<file path="src/rtl/riscv_tb_pkg.sv">
// Shared types and defaults for the writeback scoreboard used next to riscv_pipeline.
package riscv_tb_pkg;

    localparam int WB_XLEN          = 32;
    localparam int WB_REG_AW        = 5;
    localparam int PC_END_DEF       = 52;
    localparam int DRAIN_CYCLES_DEF = 4;

    typedef enum logic [2:0] {
        SB_IDLE,
        SB_RUN,
        SB_DRAIN,
        SB_DUMP,
        SB_DONE
    } sb_state_t;

    typedef struct packed {
        logic [WB_REG_AW-1:0] addr;
        logic [WB_XLEN-1:0]   data;
    } wb_entry_t;

endpackage

</file>
<file path="src/rtl/wb_exp_fifo.sv">
// Synchronous FIFO of expected writebacks; push and pop in one cycle keep occupancy.
module wb_exp_fifo
    import riscv_tb_pkg::*;
#(
    parameter int DEPTH = 16
) (
    input  logic      clk,
    input  logic      reset,
    input  logic      push,
    input  wb_entry_t push_data,
    input  logic      pop,
    output wb_entry_t head,
    output logic      full,
    output logic      empty
);

    localparam int AW    = $clog2(DEPTH);
    localparam int CNT_W = AW + 1;

    wb_entry_t        mem [DEPTH];
    logic [AW-1:0]    wr_ptr;
    logic [AW-1:0]    rd_ptr;
    logic [CNT_W-1:0] count;
    logic             do_push;
    logic             do_pop;

    assign full    = (count == CNT_W'(DEPTH));
    assign empty   = (count == '0);
    assign do_pop  = pop && !empty;
    // A push into a full queue is legal only when the head leaves in the same cycle.
    assign do_push = push && (!full || do_pop);
    assign head    = mem[rd_ptr];

    always_ff @(posedge clk) begin
        if (do_push) begin
            mem[wr_ptr] <= push_data;
        end
    end

    always_ff @(posedge clk or posedge reset) begin
        if (reset) begin
            wr_ptr <= '0;
            rd_ptr <= '0;
            count  <= '0;
        end else begin
            if (do_push) begin
                wr_ptr <= wr_ptr + 1'b1;
            end
            if (do_pop) begin
                rd_ptr <= rd_ptr + 1'b1;
            end
            case ({do_push, do_pop})
                2'b10:   count <= count + 1'b1;
                2'b01:   count <= count - 1'b1;
                default: count <= count;
            endcase
        end
    end

endmodule

</file>
<file path="src/rtl/riscv_wb_scoreboard.sv">
// Writeback scoreboard: checks core writebacks against an ordered expected queue,
// detects program end from pc_out and sequences drain, dump and the final verdict.
module riscv_wb_scoreboard
    import riscv_tb_pkg::*;
#(
    parameter int XLEN         = 32,
    parameter int REG_AW       = 5,
    parameter int DEPTH        = 16,
    parameter int PC_END       = PC_END_DEF,
    parameter int DRAIN_CYCLES = DRAIN_CYCLES_DEF,
    parameter int TIMEOUT      = 1024,
    parameter int CW           = 16
) (
    input  logic              clk,
    input  logic              reset,
    input  logic              start,
    input  logic              exp_valid,
    output logic              exp_ready,
    input  logic [REG_AW-1:0] exp_addr,
    input  logic [XLEN-1:0]   exp_data,
    input  logic              wb_e,
    input  logic [REG_AW-1:0] wb_a,
    input  logic [XLEN-1:0]   wb_d,
    input  logic [XLEN-1:0]   pc_out,
    output logic              dump,
    output logic              done,
    output logic              pass,
    output logic              timeout,
    output logic [CW-1:0]     match_cnt,
    output logic [CW-1:0]     fail_cnt,
    output logic              err_valid,
    output logic [REG_AW-1:0] err_addr,
    output logic [XLEN-1:0]   err_exp,
    output logic [XLEN-1:0]   err_act,
    output sb_state_t         dbg_state
);

    localparam int RCW = $clog2(TIMEOUT + 1);
    localparam int DCW = $clog2(DRAIN_CYCLES + 2);

    sb_state_t      state;
    sb_state_t      state_nxt;
    logic           timeout_hit;
    logic [RCW-1:0] run_cnt;
    logic [DCW-1:0] drain_cnt;
    logic           ready_en;
    logic           cmp_active;
    logic           wb_hit;
    logic           pop;
    logic           push;
    logic           end_hit;
    logic           run_last;
    logic           drain_last;
    logic           fifo_full;
    logic           fifo_empty;
    logic           head_match;
    wb_entry_t      head;
    wb_entry_t      push_entry;

    assign dbg_state  = state;
    assign cmp_active = (state == SB_RUN) || (state == SB_DRAIN);
    assign wb_hit     = cmp_active && wb_e && (wb_a != '0);
    assign pop        = wb_hit && !fifo_empty;
    // Handshake: an entry transfers on a rising clk edge where exp_valid && exp_ready;
    // exp_ready may depend on this cycle's writeback, since a pop frees the slot.
    assign exp_ready  = ready_en && (!fifo_full || pop);
    assign push       = exp_valid && exp_ready;
    assign push_entry = '{addr: exp_addr, data: exp_data};
    assign head_match = (head.addr == wb_a) && (head.data == wb_d);
    assign end_hit    = (pc_out >= XLEN'(PC_END));
    assign run_last   = (int'(run_cnt) + 1 >= TIMEOUT);
    assign drain_last = (int'(drain_cnt) + 1 >= DRAIN_CYCLES);

    wb_exp_fifo #(
        .DEPTH(DEPTH)
    ) u_fifo (
        .clk      (clk),
        .reset    (reset),
        .push     (push),
        .push_data(push_entry),
        .pop      (pop),
        .head     (head),
        .full     (fifo_full),
        .empty    (fifo_empty)
    );

    always_comb begin
        state_nxt   = state;
        timeout_hit = 1'b0;
        case (state)
            SB_IDLE:  if (start) state_nxt = SB_RUN;
            SB_RUN: begin
                // End of program wins over a timeout landing in the same cycle.
                if (end_hit) begin
                    state_nxt = SB_DRAIN;
                end else if (run_last) begin
                    state_nxt   = SB_DONE;
                    timeout_hit = 1'b1;
                end
            end
            SB_DRAIN: if (drain_last) state_nxt = SB_DUMP;
            SB_DUMP:  state_nxt = SB_DONE;
            SB_DONE:  state_nxt = SB_DONE;
            default:  state_nxt = SB_IDLE;
        endcase
    end

    always_ff @(posedge clk or posedge reset) begin
        if (reset) begin
            state     <= SB_IDLE;
            run_cnt   <= '0;
            drain_cnt <= '0;
            ready_en  <= 1'b0;
            dump      <= 1'b0;
            done      <= 1'b0;
            pass      <= 1'b0;
            timeout   <= 1'b0;
        end else begin
            state     <= state_nxt;
            run_cnt   <= (state == SB_RUN) ? run_cnt + 1'b1 : '0;
            drain_cnt <= (state == SB_DRAIN) ? drain_cnt + 1'b1 : '0;
            ready_en  <= (state_nxt != SB_DONE);
            dump      <= (state_nxt == SB_DUMP);
            done      <= (state_nxt == SB_DONE);
            if (timeout_hit) begin
                timeout <= 1'b1;
            end
            if (state == SB_DUMP) begin
                pass <= (fail_cnt == '0) && fifo_empty && !timeout;
            end
        end
    end

    always_ff @(posedge clk or posedge reset) begin
        if (reset) begin
            match_cnt <= '0;
            fail_cnt  <= '0;
            err_valid <= 1'b0;
            err_addr  <= '0;
            err_exp   <= '0;
            err_act   <= '0;
        end else if (wb_hit) begin
            if (!fifo_empty && head_match) begin
                if (match_cnt != '1) match_cnt <= match_cnt + 1'b1;
            end else begin
                if (fail_cnt != '1) fail_cnt <= fail_cnt + 1'b1;
                // Only the first failure since reset is kept for diagnosis.
                if (!err_valid) begin
                    err_valid <= 1'b1;
                    err_addr  <= wb_a;
                    err_exp   <= fifo_empty ? '0 : head.data;
                    err_act   <= wb_d;
                end
            end
        end
    end

endmodule

</file>
<file path="config.mk">
export PLATFORM = sky130hd
export DESIGN_NAME = riscv_wb_scoreboard
export DESIGN_NICKNAME = d
export VERILOG_FILES = /design/src/rtl/riscv_tb_pkg.sv /design/src/rtl/wb_exp_fifo.sv /design/src/rtl/riscv_wb_scoreboard.sv
export SDC_FILE = /design/constraint.sdc
export NUM_CORES = 1
export LEC_CHECK = 0
export CAP_MARGIN = 5
export CELL_PAD_IN_SITES_DETAIL_PLACEMENT = 0
export CELL_PAD_IN_SITES_GLOBAL_PLACEMENT = 1
export CORE_AREA = 4 4 278 280
export DETAILED_ROUTE_END_ITERATION = 8
export DIE_AREA = 0 0 282 284
export GPL_TIMING_DRIVEN = 0
export HOLD_SLACK_MARGIN = 0.06
export MAX_ROUTING_LAYER = met4
export PLACE_DENSITY_LB_ADDON = 0.3
export REMOVE_ABC_BUFFERS = 1
export SLEW_MARGIN = 20
export SYNTH_ARGS = -nofsm -noshare
export SYNTH_HDL_FRONTEND = slang
export SYNTH_SLANG_ARGS = --single-unit
</file>
<file path="constraint.sdc">
create_clock -name clk -period 13.51 [get_ports clk]
set_input_delay 2.702 -clock clk [delete_from_list [all_inputs] [get_ports clk]]
set_output_delay 2.702 -clock clk [all_outputs]
set_load 0.02 [all_outputs]
</file>
# --- After elaboration in Yosys (flattened, before gate mapping) ---
# Memories as Yosys holds them, arrays and structs flattened.
# Index checks and enable logic that the tools add are counted.
totals:
  reg_bits: 137
  latchBits: 0
  ram_bits: 592
  mem_bits_ro: 0
  input_bits: 111
  output_inout_bits: 110
  elab_cells: 88
  n_memories: 1
classes:
  addsub: 10
  multipliers: 0
  n_div: 0
  n_lt_le_gt_ge: 3
  n_eq_ne: 14
  shifts: 0
  n_mux: 14
  bitwise: 2
  n_reduce_logical: 27
mem_list:
  columns: ["memory", "depth", "width", "rd", "rd_clocked_by_memory_dff", "wr", "line", "source"]
  rows:
  - ["u_fifo.mem", 16, 37, 1, 0, 1, "wb_exp_fifo.sv:20", "wb_entry_t mem [DEPTH];"]
op_table:
  columns: ["operator", "n"]
  rows:
  - ["adder 16 x 1 -> 16 bit (second input constant)", 2]
  - ["equality test 32 bit", 1]
  - [">= comparator 32 x 6 -> 1 bit (second input constant)", 1]
  - ["two-way mux 32 bit", 1]
  - ["inequality test 16 bit (second input constant)", 2]
  - ["logical NOT 16 bit", 1]
  - ["two-way mux 3 bit", 5]
  - ["adder 11 x 1 -> 12 bit (second input constant)", 1]
  - [">= comparator 12 x 11 -> 1 bit (second input constant)", 1]
  - ["case mux 3 bit (4 select lines)", 1]
  - ["adder 11 x 1 -> 11 bit (second input constant)", 1]
  - ["logical AND 1 bit", 11]
  - ["two-way mux 11 bit", 1]
  - ["case mux 5 bit (2 select lines)", 1]
  - ["equality test 3 x 2 -> 1 bit (second input constant)", 3]
  - ["AND reduction 3 bit", 3]
  - ["adder 4 x 1 -> 4 bit (second input constant)", 2]
  - ["equality test 3 bit (second input constant)", 2]
  - ["adder 5 x 1 -> 5 bit (second input constant)", 1]
  - ["equality test 5 bit", 1]
  - ["equality test 5 bit (second input constant)", 1]
  - ["logical NOT 5 bit", 1]
  - ["two-way mux 1 bit", 5]
  - ["nonzero test 5 bit", 1]
  - ["15 further kinds", 20]

# --- Logic depth before layout (Yosys ltp) ---
# Gate-level depths: netlist (run 1).
logic_depth:
  ltp_word: 11
  depth_mapped: 18
  mapped_depth_nobuf: 16

# --- Modules after synthesis ---
# A second synthesis (run 1) with hierarchy kept.
hier_totals:
  cells_unflattened: 1502
  hier_area_um2: 28972.8
modules_own_cells:
  columns: ["mod", "n_inst", "cells_each", "area_per_inst_um2", "seq_area_each_um2"]
  rows:
  - ["wb_exp_fifo", 1, 1001, 23034.6, 18102.4]
  - ["riscv_wb_scoreboard", 1, 501, 5938.2, 3103.0]

# --- Worst setup path before layout (run 1) ---
# Ideal clock, no wire load.
synth_timing:
  path_kind: "input to register"
  startpoint: "input wb_a[2]"
  endpoint: "memory u_fifo.mem[3][0] (netlist bit) (enable)"
  setup_ns: 0.477
  t_arrival_ns: 6.624
  t_required_ns: 13.033
  setup_slack_ns: 6.409
  path_stages: 7
  path_buffers: 1
  cell_sequence: "or4_1 > o211ai_1 > a31oi_1 > and2_1 > clkbuf_1 > nand2_1 > nor3_1"
synth_via:
  elab_chain_len: 9
  word_cells_on_any_way: 11
  classes_between: "2 x mux; 9 x reduce/logical"
synth_rtl:
  columns: ["element", "line", "source"]
  rows:
  - ["start, declared", "riscv_wb_scoreboard.sv:22", "input logic [REG_AW-1:0] wb_a,"]
  - ["nonzero test 5 bit", "riscv_wb_scoreboard.sv:62", "assign wb_hit = cmp_active && wb_e && (wb_a != '0);"]
  - ["logical AND 1 bit", "riscv_wb_scoreboard.sv:62", null]
  - ["logical AND 1 bit", "riscv_wb_scoreboard.sv:63", "assign pop = wb_hit && !fifo_empty;"]
  - ["logical OR 1 bit", "riscv_wb_scoreboard.sv:66", "assign exp_ready = ready_en && (!fifo_full || pop);"]
  - ["logical AND 1 bit", "riscv_wb_scoreboard.sv:66", null]
  - ["net exp_ready", "riscv_wb_scoreboard.sv:18", "output logic exp_ready,"]
  - ["logical AND 1 bit", "riscv_wb_scoreboard.sv:67", "assign push = exp_valid && exp_ready;"]
  - ["logical AND 1 bit", "wb_exp_fifo.sv:31", "assign do_push = push && (!full || do_pop);"]
  - ["two-way mux 1 bit", "wb_exp_fifo.sv:35", "if (do_push) begin"]
  - ["two-way mux 1 bit (implied by the code)", "wb_exp_fifo.sv:36", "mem[wr_ptr] <= push_data;"]
  - ["end, declared", "wb_exp_fifo.sv:20", null]
# The timed path passes the listed nets, and every way through them passes these cells.

# --- Worst setup path after layout (run 1) ---
layout_timing:
  startpoint: "input wb_a[2]"
  endpoint: "output exp_ready"
layout_via:
  elab_chain_len: 5
layout_rtl:
  columns: ["element", "line"]
  rows:
  - ["nonzero test 5 bit", "riscv_wb_scoreboard.sv:62"]
  - ["logical AND 1 bit", "riscv_wb_scoreboard.sv:62"]
  - ["logical AND 1 bit", "riscv_wb_scoreboard.sv:63"]
  - ["logical OR 1 bit", "riscv_wb_scoreboard.sv:66"]
  - ["logical AND 1 bit", "riscv_wb_scoreboard.sv:66"]
  - ["end, declared", "riscv_wb_scoreboard.sv:18"]
# No other way between the ends.

==> run summary, run 1 <==
After filler insertion, the fill cell instance count of the layout stands at 6070. In the final layout, the share of cells above drive strength 1 is 17.3%. The number of distinct library cells after synthesis is 66, and the final setup violation count is 0. The tools report the multi-input logic area as 8210 sq um.

The tightest min-delay check is of the flip-flop to flip-flop type. The floorplan has 100 rows. On the critical path, the stage with the largest delay is an instance of sky130_fd_sc_hd__or4_1. Mean routed wirelength per cell: 25.8 microns. STA classifies the critical path startpoint as an input port. The signal on the critical path passes through clkdlybuf4s50_1, or4_1, o211ai_1, a31oi_1, clkdlybuf4s50_1. The flow ran to the end, and the final reports show no timing, DRC or antenna violations.

In this run, post-CTS repair resized a total of 0 instances. The maximum clock skew at final layout is 0.0280 ns, and the maximum fanout encountered on the critical timing path is 7. The cell area after technology mapping was 29800 sq um; the first-pass GRT wire length was 115000 microns. Headroom to the max-slew limit: 31.4%.

Summing internal, switching and leakage power gives 0.00770 W. The tools report the reg-to-reg startpoint as u_fifo.rd_ptr[0]. Counting cells, the worst reg-to-reg path comes to 13. By startpoint and endpoint, the worst setup path is classified as input port to output port. Effective utilization at floorplan: 40.0%. The placed instances occupy a cell area of 34100 sq um. The detail route stage leaves a number of antenna-violating nets equal to 0. At the end of routability-driven placement, the weighted congestion stood at 0.775. At the end of the flow, the number of nets in the layout was 2106. Clock-pin slew was measured on the worst setup and hold paths at 0.06 ns.

In the routed layout, each cell is associated on average with a via count of 5.50. TritonCTS built the clock tree. The count of clock tree sinks is 729, and the area added between synthesis and finish is 23.5%. The start point of the worst hold path is run_cnt[0]. Entering global routing, the biggest net connects 96 pins.

For this block, the routed nets add up to 77900 microns of wire. Yosys attributes the largest share of cell area to sky130_fd_sc_hd__edfxtp_1 (60%), sky130_fd_sc_hd__dfrtp_1 (12%), sky130_fd_sc_hd__mux4_2 (8.1%). For this design the top-level I/O count stands at 221. For the number of antenna violations at the first check in global routing, the log shows 3.

The tree is rooted in a sky130_fd_sc_hd__clkbuf_16. After routing the design area is 36800 sq um. VDD sags by at most 0.146 mV.

The kind of capture point of the worst setup path is an output port. At the pin with the least slew margin, the transition time is 1.03 ns. The worst hold path depth was 1; the number of buffers created by CTS was 78. The global router's overall resource usage was 20.0%; the fraction of synthesis flops using an asynchronous set or reset pin was 18.8%. The share of synthesized area in the top cell type comes to 59.7%. Data required time of the worst path: 10.81 ns. The DRC violation count after routing came out at 0. The tightest hold margin was 0.459 ns.

The origin of the worst setup path was wb_a[2]. The time the final worst path needs with I/O delays and setup is 8.25 ns, and the cell count after placement is 2870. Most frequently used flop master after synthesis: sky130_fd_sc_hd__edfxtp_1. Number of max-cap violations: 0. In this run the static leakage power is 12.9 nW.

Power spread over the standard cell area amounts to 209 nW/um^2. Cts-stage hold buffer count: 0. The die is 284 microns tall.

The via count of the first global-routing pass is 17200, and the DRC violation total after the first TritonRoute iteration is 1452. Cell occurring most often along the worst timing path: sky130_fd_sc_hd__clkdlybuf4s50_1. In the final layout, flip-flops and latches occupy 21200 sq um. Global routing finished with a remaining overflow of 0. The mean area per synthesized cell was 17.5 sq um; the synthesized instance count was 1701. The delay of the slowest critical-path stage is 0.77 ns, and the total via count in the routed design is 16600. The logs give 74400 sq um for the area of the placeable core and 3 for the number of H-tree branching levels.

For this run, the number of standard cells in the final layout without fillers is 3018. The later pin in the worst-skew pair is clocked with a latency of 0.62 ns. The synthesized design contains 729 register bits. Smallest setup slack after layout: 5.26 ns.

At the placement stage, the worst setup path has a slack of 5.19 ns. The die covers 80100 sq um. Once the clock tree was built, the setup fixing pass inserted 0 buffers. The number of flops mapped to enable cells by yosys came out at 592.

The worst path uses 61.1% of the clock period. The total of warnings raised by yosys came out at 0. The number of max-slew violations in the final report is 0, and the part of the Yosys area used for sequential elements is 71.2%. Measured along the x axis, the die boundary spans 282 microns.

The number of buffers on the longest clock path was 3; the detailed-routing iteration count for the pre-antenna-repair pass was 7. The signal arrival time at the worst endpoint is 5.55 ns, and the number of buffers inserted by port buffering is 218. The HPWL after detailed placement is 52000 microns. The tools report the final-report hold violation count as 0.

Setup repair after global routing left no endpoint under its margin. Post-synthesis cell type with the largest combined area: sky130_fd_sc_hd__edfxtp_1. For this run, the top clock speed supported by timing is 121 MHz.
==> power breakdown <==
part           internal [W]  total [W]  leakage [nW]  switching, W
clock               0.00130    0.00218          1.29      0.000881
combinational       0.00114    0.00257          4.57       0.00143
sequential          0.00275    0.00295          7.09      0.000206
total               0.00519    0.00770          12.9       0.00252
==> critical path, delay by kind of cell <==
kind | cells | cell delay [ns]
buffers and inverters | 2 | 1.28
AOI/OAI and AO/OA | 2 | 0.78
and+or+nand+nor | 1 | 0.77
==> logic make-up (layout without fill, tap and decap cells) <==
| family | after synthesis | in the layout | share of synthesized area, % |
|---|---|---|---|
| XOR/XNOR | 83 | 83 | 2.44 |
| multiplexers | 309 | 309 | 15.2 |
| AO/OA/AOI/OAI | 150 | 150 | 3.54 |
| AND/OR/NAND/NOR | 307 | 307 | 5.30 |
| buffers and inverters | 109 | 454 | 1.69 |
| adder cells (fa/ha/maj) | 14 | 14 | 0.588 |
| flip-flops | 729 | 729 | 71.2 |
| other | 0 | 3 | 0 |
==> cell usage after synthesis, types with 3 or more instances <==
master	instances
sky130_fd_sc_hd__a21o_1	3
sky130_fd_sc_hd__nand4_1	13
sky130_fd_sc_hd__nand2_1	73
sky130_fd_sc_hd__nor4_1	20
sky130_fd_sc_hd__nor3_1	23
sky130_fd_sc_hd__xnor2_1	48
sky130_fd_sc_hd__clkbuf_1	25
sky130_fd_sc_hd__a221oi_1	16
sky130_fd_sc_hd__o21ai_0	16
sky130_fd_sc_hd__a31oi_1	6
sky130_fd_sc_hd__nand3_1	22
sky130_fd_sc_hd__buf_1	12
sky130_fd_sc_hd__mux2_1	68
sky130_fd_sc_hd__and3_1	16
sky130_fd_sc_hd__nand2b_1	13
sky130_fd_sc_hd__o211ai_1	3
sky130_fd_sc_hd__o22ai_1	11
sky130_fd_sc_hd__o2111ai_1	3
sky130_fd_sc_hd__xor2_1	35
sky130_fd_sc_hd__inv_1	23
sky130_fd_sc_hd__edfxtp_1	592
sky130_fd_sc_hd__nor2_1	69
sky130_fd_sc_hd__a21oi_1	27
sky130_fd_sc_hd__a22o_1	5
sky130_fd_sc_hd__ha_1	14
sky130_fd_sc_hd__a22oi_1	36
sky130_fd_sc_hd__a211oi_1	6
sky130_fd_sc_hd__mux2_2	19
sky130_fd_sc_hd__buf_4	9
sky130_fd_sc_hd__and4_1	3
sky130_fd_sc_hd__dfrtp_1	137
sky130_fd_sc_hd__mux4_2	107
sky130_fd_sc_hd__and2_1	8
sky130_fd_sc_hd__nand3b_1	4
sky130_fd_sc_hd__mux2i_1	115
sky130_fd_sc_hd__nor2b_1	24
sky130_fd_sc_hd__buf_2	36
==> sequential cells by signal (all words and copies together), names as in the netlist <==
signal and flops:
dbg_state 3, done 1, drain_cnt 3, dump 1
err_act 32, err_addr 5, err_exp 32, err_valid 1
fail_cnt 16, match_cnt 16, pass 1, ready_en 1
run_cnt 11, timeout 1, u_fifo.count 5, u_fifo.mem 592
u_fifo.rd_ptr 4, u_fifo.wr_ptr 4
==> placed cells by master, fill, tap and decap left out, types with 35 or more instances in the layout <==
master                            count
sky130_fd_sc_hd__edfxtp_1           592
sky130_fd_sc_hd__nand2_1             73
sky130_fd_sc_hd__xnor2_1             48
sky130_fd_sc_hd__xor2_1              35
sky130_fd_sc_hd__nor2_1              57
sky130_fd_sc_hd__mux2i_1            115
sky130_fd_sc_hd__mux4_2             107
sky130_fd_sc_hd__mux2_1              68
sky130_fd_sc_hd__clkdlybuf4s50_1    218
sky130_fd_sc_hd__a22oi_1             36
sky130_fd_sc_hd__clkbuf_16           81
sky130_fd_sc_hd__dfrtp_1            133
==> final timing paths <==
kind                               endpoint  slack [ns]
max in group asynchronous  u_fifo.rd_ptr[1]       10.16
hold reg to reg                  run_cnt[0]        0.46
setup / recovery                  exp_ready        5.26
min in group asynchronous              dump        2.49
hold / removal                   run_cnt[0]        0.46
setup reg to reg                err_exp[16]        7.67
==> through the flow <==
step / util (%) / TNS [ns]
5_1_grt: 49.4 / 0
2_1_floorplan: - / 0
4_1_cts: 49.4 / 0
3_3_place_gp: 44.0 / -99.07
6_report: 49.4 / 0
3_5_place_dp: 45.8 / 0
==> layout make-up <==
class,count,share of cell area (%)
diodes,3,0.0204
clock buffers,103,5.95
multi-input cells,863,22.3
flip-flops and latches,729,57.7
inverters,25,0.276
well taps,969,3.30
clock inverters,42,1.23
repair buffers,284,9.20
==> routing by layer <==
metal / routed length [microns] / GRT usage, % / up-vias
met1: 33700 / 27.1 / 8629
met4: 2250 / 6.37 / 0
li1: - / - / 7280
met5: 0 / - / -
met3: 5030 / 3.69 / 131
met2: 36900 / 30.9 / 567
Note: power is estimated with default switching activity, not from simulation.
==> run 2, diff against run 1 <==
Clock period 13.51 ns to 7.2 ns, I/O delays scaled along.
==> results of run 2 <==
The final DEF is identical to that of run 1. Status: completed.
Main changes from that run: setup slack after placement 5.19 ns -> 1.14 ns; setup slack after layout 5.26 ns -> 1.36 ns; start point of the critical path wb_a[2] -> u_fifo.rd_ptr[0]; end point of the critical path exp_ready -> err_exp[16]; register-to-register setup slack 7.67 ns -> 1.36 ns; total power 0.00770 W -> 0.0145 W; worst IR drop on VDD 0.146 mV -> 0.274 mV
